$ cat config.mk
export PLATFORM = sky130hd
export DESIGN_NAME = axi4_arbiter_2x1
export DESIGN_NICKNAME = d
export VERILOG_FILES = /design/src/rtl/axi4_arb_pkg.sv /design/src/rtl/rr_arb2.sv /design/src/rtl/axi4_arbiter_2x1.sv
export SDC_FILE = /design/constraint.sdc
export NUM_CORES = 1
export LEC_CHECK = 0
export BUFFER_PORTS_ARGS = -buffer_cell sky130_fd_sc_hd__buf_2
export CORE_AREA = 8 8 259 261
export DETAILED_ROUTE_END_ITERATION = 7
export DIE_AREA = 0 0 267 269
export SLEW_MARGIN = 10
export SYNTH_ARGS = -nofsm -noshare
export SYNTH_HDL_FRONTEND = slang
export SYNTH_SLANG_ARGS = --single-unit
$ cat constraint.sdc
create_clock -name clock -period 1.9 [get_ports clock]
set_input_delay 0.285 -clock clock [delete_from_list [all_inputs] [get_ports clock]]
set_output_delay 0.285 -clock clock [all_outputs]
set_load 0.02 [all_outputs]
$ cat src/rtl/axi4_arb_pkg.sv
// Shared definitions for the 2:1 AXI4 arbiter: FSM state encodings,
// master-index type and a one-hot to index helper.
package axi4_arb_pkg;

  // Two masters need a single index bit.
  localparam int IDX_W = 1;
  typedef logic [IDX_W-1:0] idx_t;

  typedef enum logic [1:0] {
    R_IDLE = 2'd0,
    R_ADDR = 2'd1,
    R_DATA = 2'd2
  } rd_state_e;

  typedef enum logic [1:0] {
    W_IDLE = 2'd0,
    W_ADDR = 2'd1,
    W_DATA = 2'd2,
    W_RESP = 2'd3
  } wr_state_e;

  // Index of a one-hot two-bit grant; an empty grant maps to master 0.
  function automatic idx_t onehot_to_idx(input logic [1:0] oh);
    return (oh == 2'b10) ? idx_t'(1) : idx_t'(0);
  endfunction

endpackage

$ cat src/rtl/rr_arb2.sv
// Two-request round-robin arbiter with a registered one-hot grant.
// The grant is captured while unlocked, held while locked, and released
// on done, at which point the priority moves to the master not just served.
module rr_arb2
  import axi4_arb_pkg::*;
(
  input  logic       clock,
  input  logic       reset,
  input  logic [1:0] req,
  input  logic       lock,   // owning FSM is mid-transaction
  input  logic       done,   // final handshake of the granted transaction
  output logic [1:0] grant
);

  idx_t       ptr;   // master that wins a tie
  logic [1:0] pick;

  // Choose the winner for this cycle's requests.
  // NOTE: every variable gets a default at the top of always_comb so no path leaves it unassigned and infers a latch.
  always_comb begin
    pick = 2'b00;
    if (req[0] && req[1]) begin
      pick = (ptr == idx_t'(1)) ? 2'b10 : 2'b01;
    end else begin
      pick = req;
    end
  end

  // Grant and priority pointer registers.
  // NOTE: sequential state uses non-blocking assignment so all flops update from pre-edge values.
  always_ff @(posedge clock) begin
    if (reset) begin
      grant <= 2'b00;
      ptr   <= idx_t'(0);
    end else if (done) begin
      grant <= 2'b00;
      ptr   <= ~onehot_to_idx(grant);
    end else if (!lock) begin
      grant <= pick;
    end
  end

endmodule

$ cat src/rtl/axi4_arbiter_2x1.sv
// 2:1 AXI4 arbiter in front of a single AXI4 RAM slave port.
// Read and write paths each own an FSM and a round-robin arbiter and run
// independently. Once granted, every channel is a pure combinational mux:
// no buffering and no added latency per beat. Burst length is tracked only
// through rlast / wlast from the data stream itself.
module axi4_arbiter_2x1
  import axi4_arb_pkg::*;
#(
  parameter  int ADDR_WIDTH = 32,
  parameter  int DATA_WIDTH = 64,
  localparam int STRB_WIDTH = DATA_WIDTH / 8
) (
  input  logic                  clock,
  input  logic                  reset,
  // master 0
  input  logic                  io_in0_awvalid,
  input  logic [ADDR_WIDTH-1:0] io_in0_awaddr,
  output logic                  io_in0_awready,
  input  logic                  io_in0_wvalid,
  input  logic [DATA_WIDTH-1:0] io_in0_wdata,
  input  logic [STRB_WIDTH-1:0] io_in0_wstrb,
  input  logic                  io_in0_wlast,
  output logic                  io_in0_wready,
  input  logic                  io_in0_bready,
  output logic                  io_in0_bvalid,
  input  logic                  io_in0_arvalid,
  input  logic [ADDR_WIDTH-1:0] io_in0_araddr,
  input  logic [7:0]            io_in0_arlen,
  input  logic [2:0]            io_in0_arsize,
  input  logic [1:0]            io_in0_arburst,
  output logic                  io_in0_arready,
  input  logic                  io_in0_rready,
  output logic                  io_in0_rvalid,
  output logic [DATA_WIDTH-1:0] io_in0_rdata,
  output logic                  io_in0_rlast,
  // master 1
  input  logic                  io_in1_awvalid,
  input  logic [ADDR_WIDTH-1:0] io_in1_awaddr,
  output logic                  io_in1_awready,
  input  logic                  io_in1_wvalid,
  input  logic [DATA_WIDTH-1:0] io_in1_wdata,
  input  logic [STRB_WIDTH-1:0] io_in1_wstrb,
  input  logic                  io_in1_wlast,
  output logic                  io_in1_wready,
  input  logic                  io_in1_bready,
  output logic                  io_in1_bvalid,
  input  logic                  io_in1_arvalid,
  input  logic [ADDR_WIDTH-1:0] io_in1_araddr,
  input  logic [7:0]            io_in1_arlen,
  input  logic [2:0]            io_in1_arsize,
  input  logic [1:0]            io_in1_arburst,
  output logic                  io_in1_arready,
  input  logic                  io_in1_rready,
  output logic                  io_in1_rvalid,
  output logic [DATA_WIDTH-1:0] io_in1_rdata,
  output logic                  io_in1_rlast,
  // slave
  output logic                  io_out_awvalid,
  output logic [ADDR_WIDTH-1:0] io_out_awaddr,
  input  logic                  io_out_awready,
  output logic                  io_out_wvalid,
  output logic [DATA_WIDTH-1:0] io_out_wdata,
  output logic [STRB_WIDTH-1:0] io_out_wstrb,
  output logic                  io_out_wlast,
  input  logic                  io_out_wready,
  output logic                  io_out_bready,
  input  logic                  io_out_bvalid,
  output logic                  io_out_arvalid,
  output logic [ADDR_WIDTH-1:0] io_out_araddr,
  output logic [7:0]            io_out_arlen,
  output logic [2:0]            io_out_arsize,
  output logic [1:0]            io_out_arburst,
  input  logic                  io_out_arready,
  output logic                  io_out_rready,
  input  logic                  io_out_rvalid,
  input  logic [DATA_WIDTH-1:0] io_out_rdata,
  input  logic                  io_out_rlast
);

  rd_state_e  rd_state, rd_next;
  wr_state_e  wr_state, wr_next;
  logic [1:0] rd_grant, wr_grant;
  logic       rd_done, wr_done;

  // The final R beat and the B handshake close their transactions.
  assign rd_done = (rd_state == R_DATA) && io_out_rvalid && io_out_rready && io_out_rlast;
  assign wr_done = (wr_state == W_RESP) && io_out_bvalid && io_out_bready;

  rr_arb2 u_rd_arb (
    .clock (clock),
    .reset (reset),
    .req   ({io_in1_arvalid, io_in0_arvalid}),
    .lock  (rd_state != R_IDLE),
    .done  (rd_done),
    .grant (rd_grant)
  );

  rr_arb2 u_wr_arb (
    .clock (clock),
    .reset (reset),
    .req   ({io_in1_awvalid, io_in0_awvalid}),
    .lock  (wr_state != W_IDLE),
    .done  (wr_done),
    .grant (wr_grant)
  );

  // Read and write FSM state registers; reset abandons any grant at once.
  always_ff @(posedge clock) begin
    if (reset) begin
      rd_state <= R_IDLE;
      wr_state <= W_IDLE;
    end else begin
      rd_state <= rd_next;
      wr_state <= wr_next;
    end
  end

  // Read FSM next state: arbitrate, forward AR, stream R until rlast.
  always_comb begin
    rd_next = rd_state;
    unique case (rd_state)
      R_IDLE:  if (io_in0_arvalid || io_in1_arvalid) rd_next = R_ADDR;
      R_ADDR:  if (io_out_arvalid && io_out_arready) rd_next = R_DATA;
      R_DATA:  if (rd_done) rd_next = R_IDLE;
      default: rd_next = R_IDLE;
    endcase
  end

  // Write FSM next state: arbitrate, forward AW, W until wlast, then B.
  always_comb begin
    wr_next = wr_state;
    unique case (wr_state)
      W_IDLE: if (io_in0_awvalid || io_in1_awvalid) wr_next = W_ADDR;
      W_ADDR: if (io_out_awvalid && io_out_awready) wr_next = W_DATA;
      W_DATA: if (io_out_wvalid && io_out_wready && io_out_wlast) wr_next = W_RESP;
      W_RESP: if (wr_done) wr_next = W_IDLE;
      default: wr_next = W_IDLE;
    endcase
  end

  // Read datapath: payload muxes run freely, valids/readies are gated by state and grant.
  always_comb begin
    io_out_araddr  = rd_grant[1] ? io_in1_araddr  : io_in0_araddr;
    io_out_arlen   = rd_grant[1] ? io_in1_arlen   : io_in0_arlen;
    io_out_arsize  = rd_grant[1] ? io_in1_arsize  : io_in0_arsize;
    io_out_arburst = rd_grant[1] ? io_in1_arburst : io_in0_arburst;
    io_in0_rdata   = io_out_rdata;
    io_in1_rdata   = io_out_rdata;
    io_in0_rlast   = io_out_rlast;
    io_in1_rlast   = io_out_rlast;
    io_out_arvalid = 1'b0;
    io_out_rready  = 1'b0;
    io_in0_arready = 1'b0;
    io_in1_arready = 1'b0;
    io_in0_rvalid  = 1'b0;
    io_in1_rvalid  = 1'b0;
    unique case (rd_state)
      R_ADDR: begin
        io_out_arvalid = rd_grant[1] ? io_in1_arvalid : io_in0_arvalid;
        io_in0_arready = rd_grant[0] && io_out_arready;
        io_in1_arready = rd_grant[1] && io_out_arready;
      end
      R_DATA: begin
        io_out_rready = rd_grant[1] ? io_in1_rready : io_in0_rready;
        io_in0_rvalid = rd_grant[0] && io_out_rvalid;
        io_in1_rvalid = rd_grant[1] && io_out_rvalid;
      end
      default: ;
    endcase
  end

  // Write datapath: same scheme across the AW, W and B channels.
  always_comb begin
    io_out_awaddr  = wr_grant[1] ? io_in1_awaddr : io_in0_awaddr;
    io_out_wdata   = wr_grant[1] ? io_in1_wdata  : io_in0_wdata;
    io_out_wstrb   = wr_grant[1] ? io_in1_wstrb  : io_in0_wstrb;
    io_out_wlast   = wr_grant[1] ? io_in1_wlast  : io_in0_wlast;
    io_out_awvalid = 1'b0;
    io_out_wvalid  = 1'b0;
    io_out_bready  = 1'b0;
    io_in0_awready = 1'b0;
    io_in1_awready = 1'b0;
    io_in0_wready  = 1'b0;
    io_in1_wready  = 1'b0;
    io_in0_bvalid  = 1'b0;
    io_in1_bvalid  = 1'b0;
    unique case (wr_state)
      W_ADDR: begin
        io_out_awvalid = wr_grant[1] ? io_in1_awvalid : io_in0_awvalid;
        io_in0_awready = wr_grant[0] && io_out_awready;
        io_in1_awready = wr_grant[1] && io_out_awready;
      end
      W_DATA: begin
        io_out_wvalid = wr_grant[1] ? io_in1_wvalid : io_in0_wvalid;
        io_in0_wready = wr_grant[0] && io_out_wready;
        io_in1_wready = wr_grant[1] && io_out_wready;
      end
      W_RESP: begin
        io_out_bready = wr_grant[1] ? io_in1_bready : io_in0_bready;
        io_in0_bvalid = wr_grant[0] && io_out_bvalid;
        io_in1_bvalid = wr_grant[1] && io_out_bvalid;
      end
      default: ;
    endcase
  end

endmodule

After elaboration in Yosys (flattened, before gate mapping)
Index checks and enable logic that the tools add are counted.
- input bits: 382
- logic and storage cells: 96
- bits in registers: 10
- muxes and demuxes: 43
- bitwise logic cells: 2
- reduce and logical (&&, ||, !) cells: 31
- equal/unequal tests: 14
- operators by type and width (kind ; count):
    $mux W32 ; 2
    $mux W64 ; 1
    $mux W2 ; 12
    $mux W1 ; 23
    $logic_and A1 B1 Y1 ; 21
    $mux W8 ; 2
    $ne A2 B2 Y1 const B ; 6
    $eq A2 B2 Y1 const B ; 5
    $pmux W2 S4 ; 1
    $pmux W2 S3 ; 1
    $eq A2 B1 Y1 const B ; 2
    $logic_not A2 Y1 ; 2
    $reduce_and A4 Y1 ; 1
    $reduce_bool A2 Y1 ; 2
    $reduce_or A2 Y1 ; 2
    $mux W3 ; 1
    $reduce_and A3 Y1 ; 1
    $logic_or A1 B1 Y1 ; 2
    $ne A2 B1 Y1 const B ; 1
    $not A1 Y1 ; 2

Logic depth before layout (Yosys ltp)
- depth in word-level cells: 6
- gate-level depth with buffers: 6

Cells and area by module
From an unflattened synthesis, not the netlist that was laid out.
- cell total of the unflattened synthesis: 382
- area, all modules: 3485.8 sq um
- by module, submodules not included (module ; area an instance (sq um) ; times used ; cells an instance):
    axi4_arbiter_2x1 ; 3223.1 ; 1 ; 356
    rr_arb2 ; 131.4 ; 2 ; 13

Worst setup path before layout
No wires, ideal clock.
- path kind: register to output
- start point: register u_wr_arb.grant[1]
- end point: output io_out_awaddr[17]
- slack: 0.301 ns
- required time: 1.615 ns
- arrival: 1.314 ns
- cell stages (with the launch flop): 5
- cell sequence: dfxtp_1 > buf_4 > clkbuf_1 > buf_2 > mux2_2
- cells in the longest elaborated chain, start to end: 1
- ends and longest elaborated chain (element ; RTL line ; RTL):
    start, declared ; rr_arb2.sv:12 ; output logic [1:0] grant
    start signal, assigned ; rr_arb2.sv:39 ; grant <= pick;
    $mux W32 ; axi4_arbiter_2x1.sv:174 ; io_out_awaddr = wr_grant[1] ? io_in1_awaddr : io_in0_awaddr;
    end, declared ; axi4_arbiter_2x1.sv:59 ; output logic [ADDR_WIDTH-1:0] io_out_awaddr,
Every way passes these cells.

Worst setup path in the final report
- start point: register u_wr_arb.grant[1]
- end point: output io_out_wdata[22]
- cells in the longest elaborated chain, start to end: 1
- ends and longest elaborated chain (element ; RTL line ; RTL):
    $mux W64 ; axi4_arbiter_2x1.sv:175 ; io_out_wdata = wr_grant[1] ? io_in1_wdata : io_in0_wdata;
    end, declared ; axi4_arbiter_2x1.sv:62 ; output logic [DATA_WIDTH-1:0] io_out_wdata,
Every way passes these cells.

==> impl_metrics.tcl <==
set metrics [dict create \
    worst_pin_slew_ns 0.3602 \
    syn_area_um2 3477 \
    start_util 0.05542 \
    die_y_um 269 \
    core_area_um2 62740 \
    synthTopCellsByArea "mux2_2 49%, buf_4 28%, dfxtp_1 5.8%" \
    ys_types 30 \
    drt-vias-per-instance 2.617 \
    hold_slack_ns 0.3609 \
    path_max_fanout 27 \
    cts-buffers-inserted 3 \
    path_buf_inv 3 \
    drt_pass1_iterations 4 \
    drive_above_1_share 0.8871 \
    cp_slowest_cell "mux2_2" \
    drc 0 \
    skew_ns 0.0007028 \
    netlist.area_leader.share 0.4858 \
    critical_path.max_stage_delay_ns 0.37 \
    area_delta_synth_final_pct 75.39 \
    synth_nets 774 \
    die_area_um2 71820 \
    grt_usage 0.05392 \
    seq_area_frac_synth 0.05757 \
    cp_data_arrival_time_ns 1.56 \
    post-route-period-util 0.9724 \
    wirelength_mm 22.17 \
    grt_max_degree 50 \
    peakVddDrop_uv 219.4 \
    cts-hold-fix-buffers 0 \
    cts.path.max_buffers 2 \
    total_power_uw 3055 \
    gp_congestion 0.8843 \
    clock.fmax_ghz 0.5413 \
    report.final.slew_viol_count 0 \
    setup_viol 0 \
    die_w_um 267 \
    ctsHtreeMaxLevel 1 \
    ys_warn_count 0 \
    grt_pass1_wl_mm 29.11 \
    hold_viol_final 0 \
    antenna_found_initial 10 \
    drt_iter0_markers 104 \
    ant_nets 0 \
    crit_top_cell "buf_12" \
    port_buffers 484 \
    vias 4145 \
    max_slew_margin 0.7586 \
    syn_inst 388 \
    gr-total-overflow 0 \
    wl_per_cell_um 14.00 \
    min_period_ns 1.848 \
    cts_setup_buffers 0 \
    cp.required_ns 1.62 \
    synth_area_leader_cell "mux2_2" \
    clk_pin_slew_worst_paths_ns 0.04 \
    startpoint_type "register" \
    clock-sinks 10 \
    ys_seq_elements 10 \
    rows 92 \
    rsz0062_at_grt "no" \
    grt_pass1_vias 4699 \
    final_common_cell "buf_2" \
    final_cell_mix "484 x buf_2, 150 x mux2_2, 10 x and3_1" \
    path_cells "buf_12 -> buf_12 -> mux2_2 -> buf_2" \
    crit_path_end_kind "primary output" \
    setup_tns_ns 0 \
    cts_root_buf "clkbuf_16" \
    synth_area_per_cell_um2 8.962 \
    worstHoldPathType "input pin to register" \
    n_fill_cell 7276 \
    drv_cap 0 \
    io_pins 677 \
    cts_tree "yes" \
    cts_resized 0 \
    crit_type "register to primary output" \
    clkLatencyLatePin_ns 0.24 \
    critPathTopFamily "buffers and inverters" \
    p_leak_uw 0.002870 \
    power_density_nw_per_um2 501.0 \
    hpwlAfterDp_mm 20.46 \
    status "complete, no violations" \
    nets 1122 \
    r2r_slack_ns 0.23 \
]
kinds of logic after synthesis:
| logic type | synth area share |
|---|---|
| buffers and inverters | 0.3127 |
| adders and majority gates | 0.01439 |
| and+or+nand+nor | 0.07377 |
| AOI/OAI and AO/OA | 0.03850 |
| muxes | 0.5031 |
| DFF | 0.05757 |
registers in the layout, indices dropped and copies added, names as in the netlist:
| name | count |
|---|---|
| rd_state | 2 |
| u_rd_arb.grant | 2 |
| u_wr_arb.grant | 2 |
| wr_state | 2 |
| u_rd_arb.ptr | 1 |
| u_wr_arb.ptr | 1 |
metal layers:
| metal | vias up | track usage | share of wire |
|---|---|---|---|
| li1 | 1915 | - | - |
| met2 | 413 | 0.09895 | 0.49 |
| met5 | - | 0 | 0.00099 |
| met4 | 4 | 0.03323 | 0.050 |
| met1 | 1750 | 0.04411 | 0.29 |
| met3 | 63 | 0.03127 | 0.17 |
cell usage after synthesis (all sizes together):
master / count
a311oi: 2
and3: 10
and2: 1
a2111oi: 2
nor2b: 8
or2: 1
o221a: 1
o21ai: 4
nand2b: 4
o21a: 1
nor3: 4
clkbuf: 8
a31oi: 2
mux2: 150
a211oi: 2
nand3: 2
buf: 142
nand2: 7
and3b: 1
or3: 1
mux2i: 6
a21oi: 1
ha: 4
dfxtp: 10
a2bb2oi: 1
nor2: 8
inv: 5
final cells by class:
cell class	count	area [µm²]	area share
multi-input combinational	223	2190	0.3590
timing repair buffer	493	2540	0.4165
inverter	5	18.77	0.003078
tap	846	1059	0.1736
antenna	3	7.507	0.001231
clock buffer	4	78.83	0.01293
sequential	10	205.2	0.03365
worst paths after layout:
check / start / endpoint / cells after the start
worst max-delay path: u_wr_arb.grant[1] / io_out_wdata[22] / 4
worst min-delay path: reset / u_wr_arb.ptr / 2
worst max register to register: wr_state[0] / wr_state[0] / 6
worst min register to register: wr_state[1] / wr_state[1] / 2
through the flow:
| stage | util | worst slack, ns | cell area (µm²) | instances |
|---|---|---|---|---|
| 3_3_place_gp | 0.09583 | 0.2231 | 6012 | 1577 |
| 5_1_grt | 0.09721 | 0.0001797 | 6098 | 1584 |
| 4_1_cts | 0.09709 | 0.04195 | 6091 | 1581 |
| 3_5_place_dp | 0.09583 | 0.2143 | 6012 | 1577 |
| 6_report | 0.09721 | 0.05249 | 6098 | 1584 |
| 2_1_floorplan | - | 0.3012 | 3477 | 388 |
where the power goes:
| group | internal (µW) | switching (µW) |
|---|---|---|
| registers | 251 | 44.8 |
| clock network | 281 | 98.1 |
| logic | 1100 | 1280 |
| total | 1630 | 1420 |
Note: power is estimated with default switching activity, not from simulation.
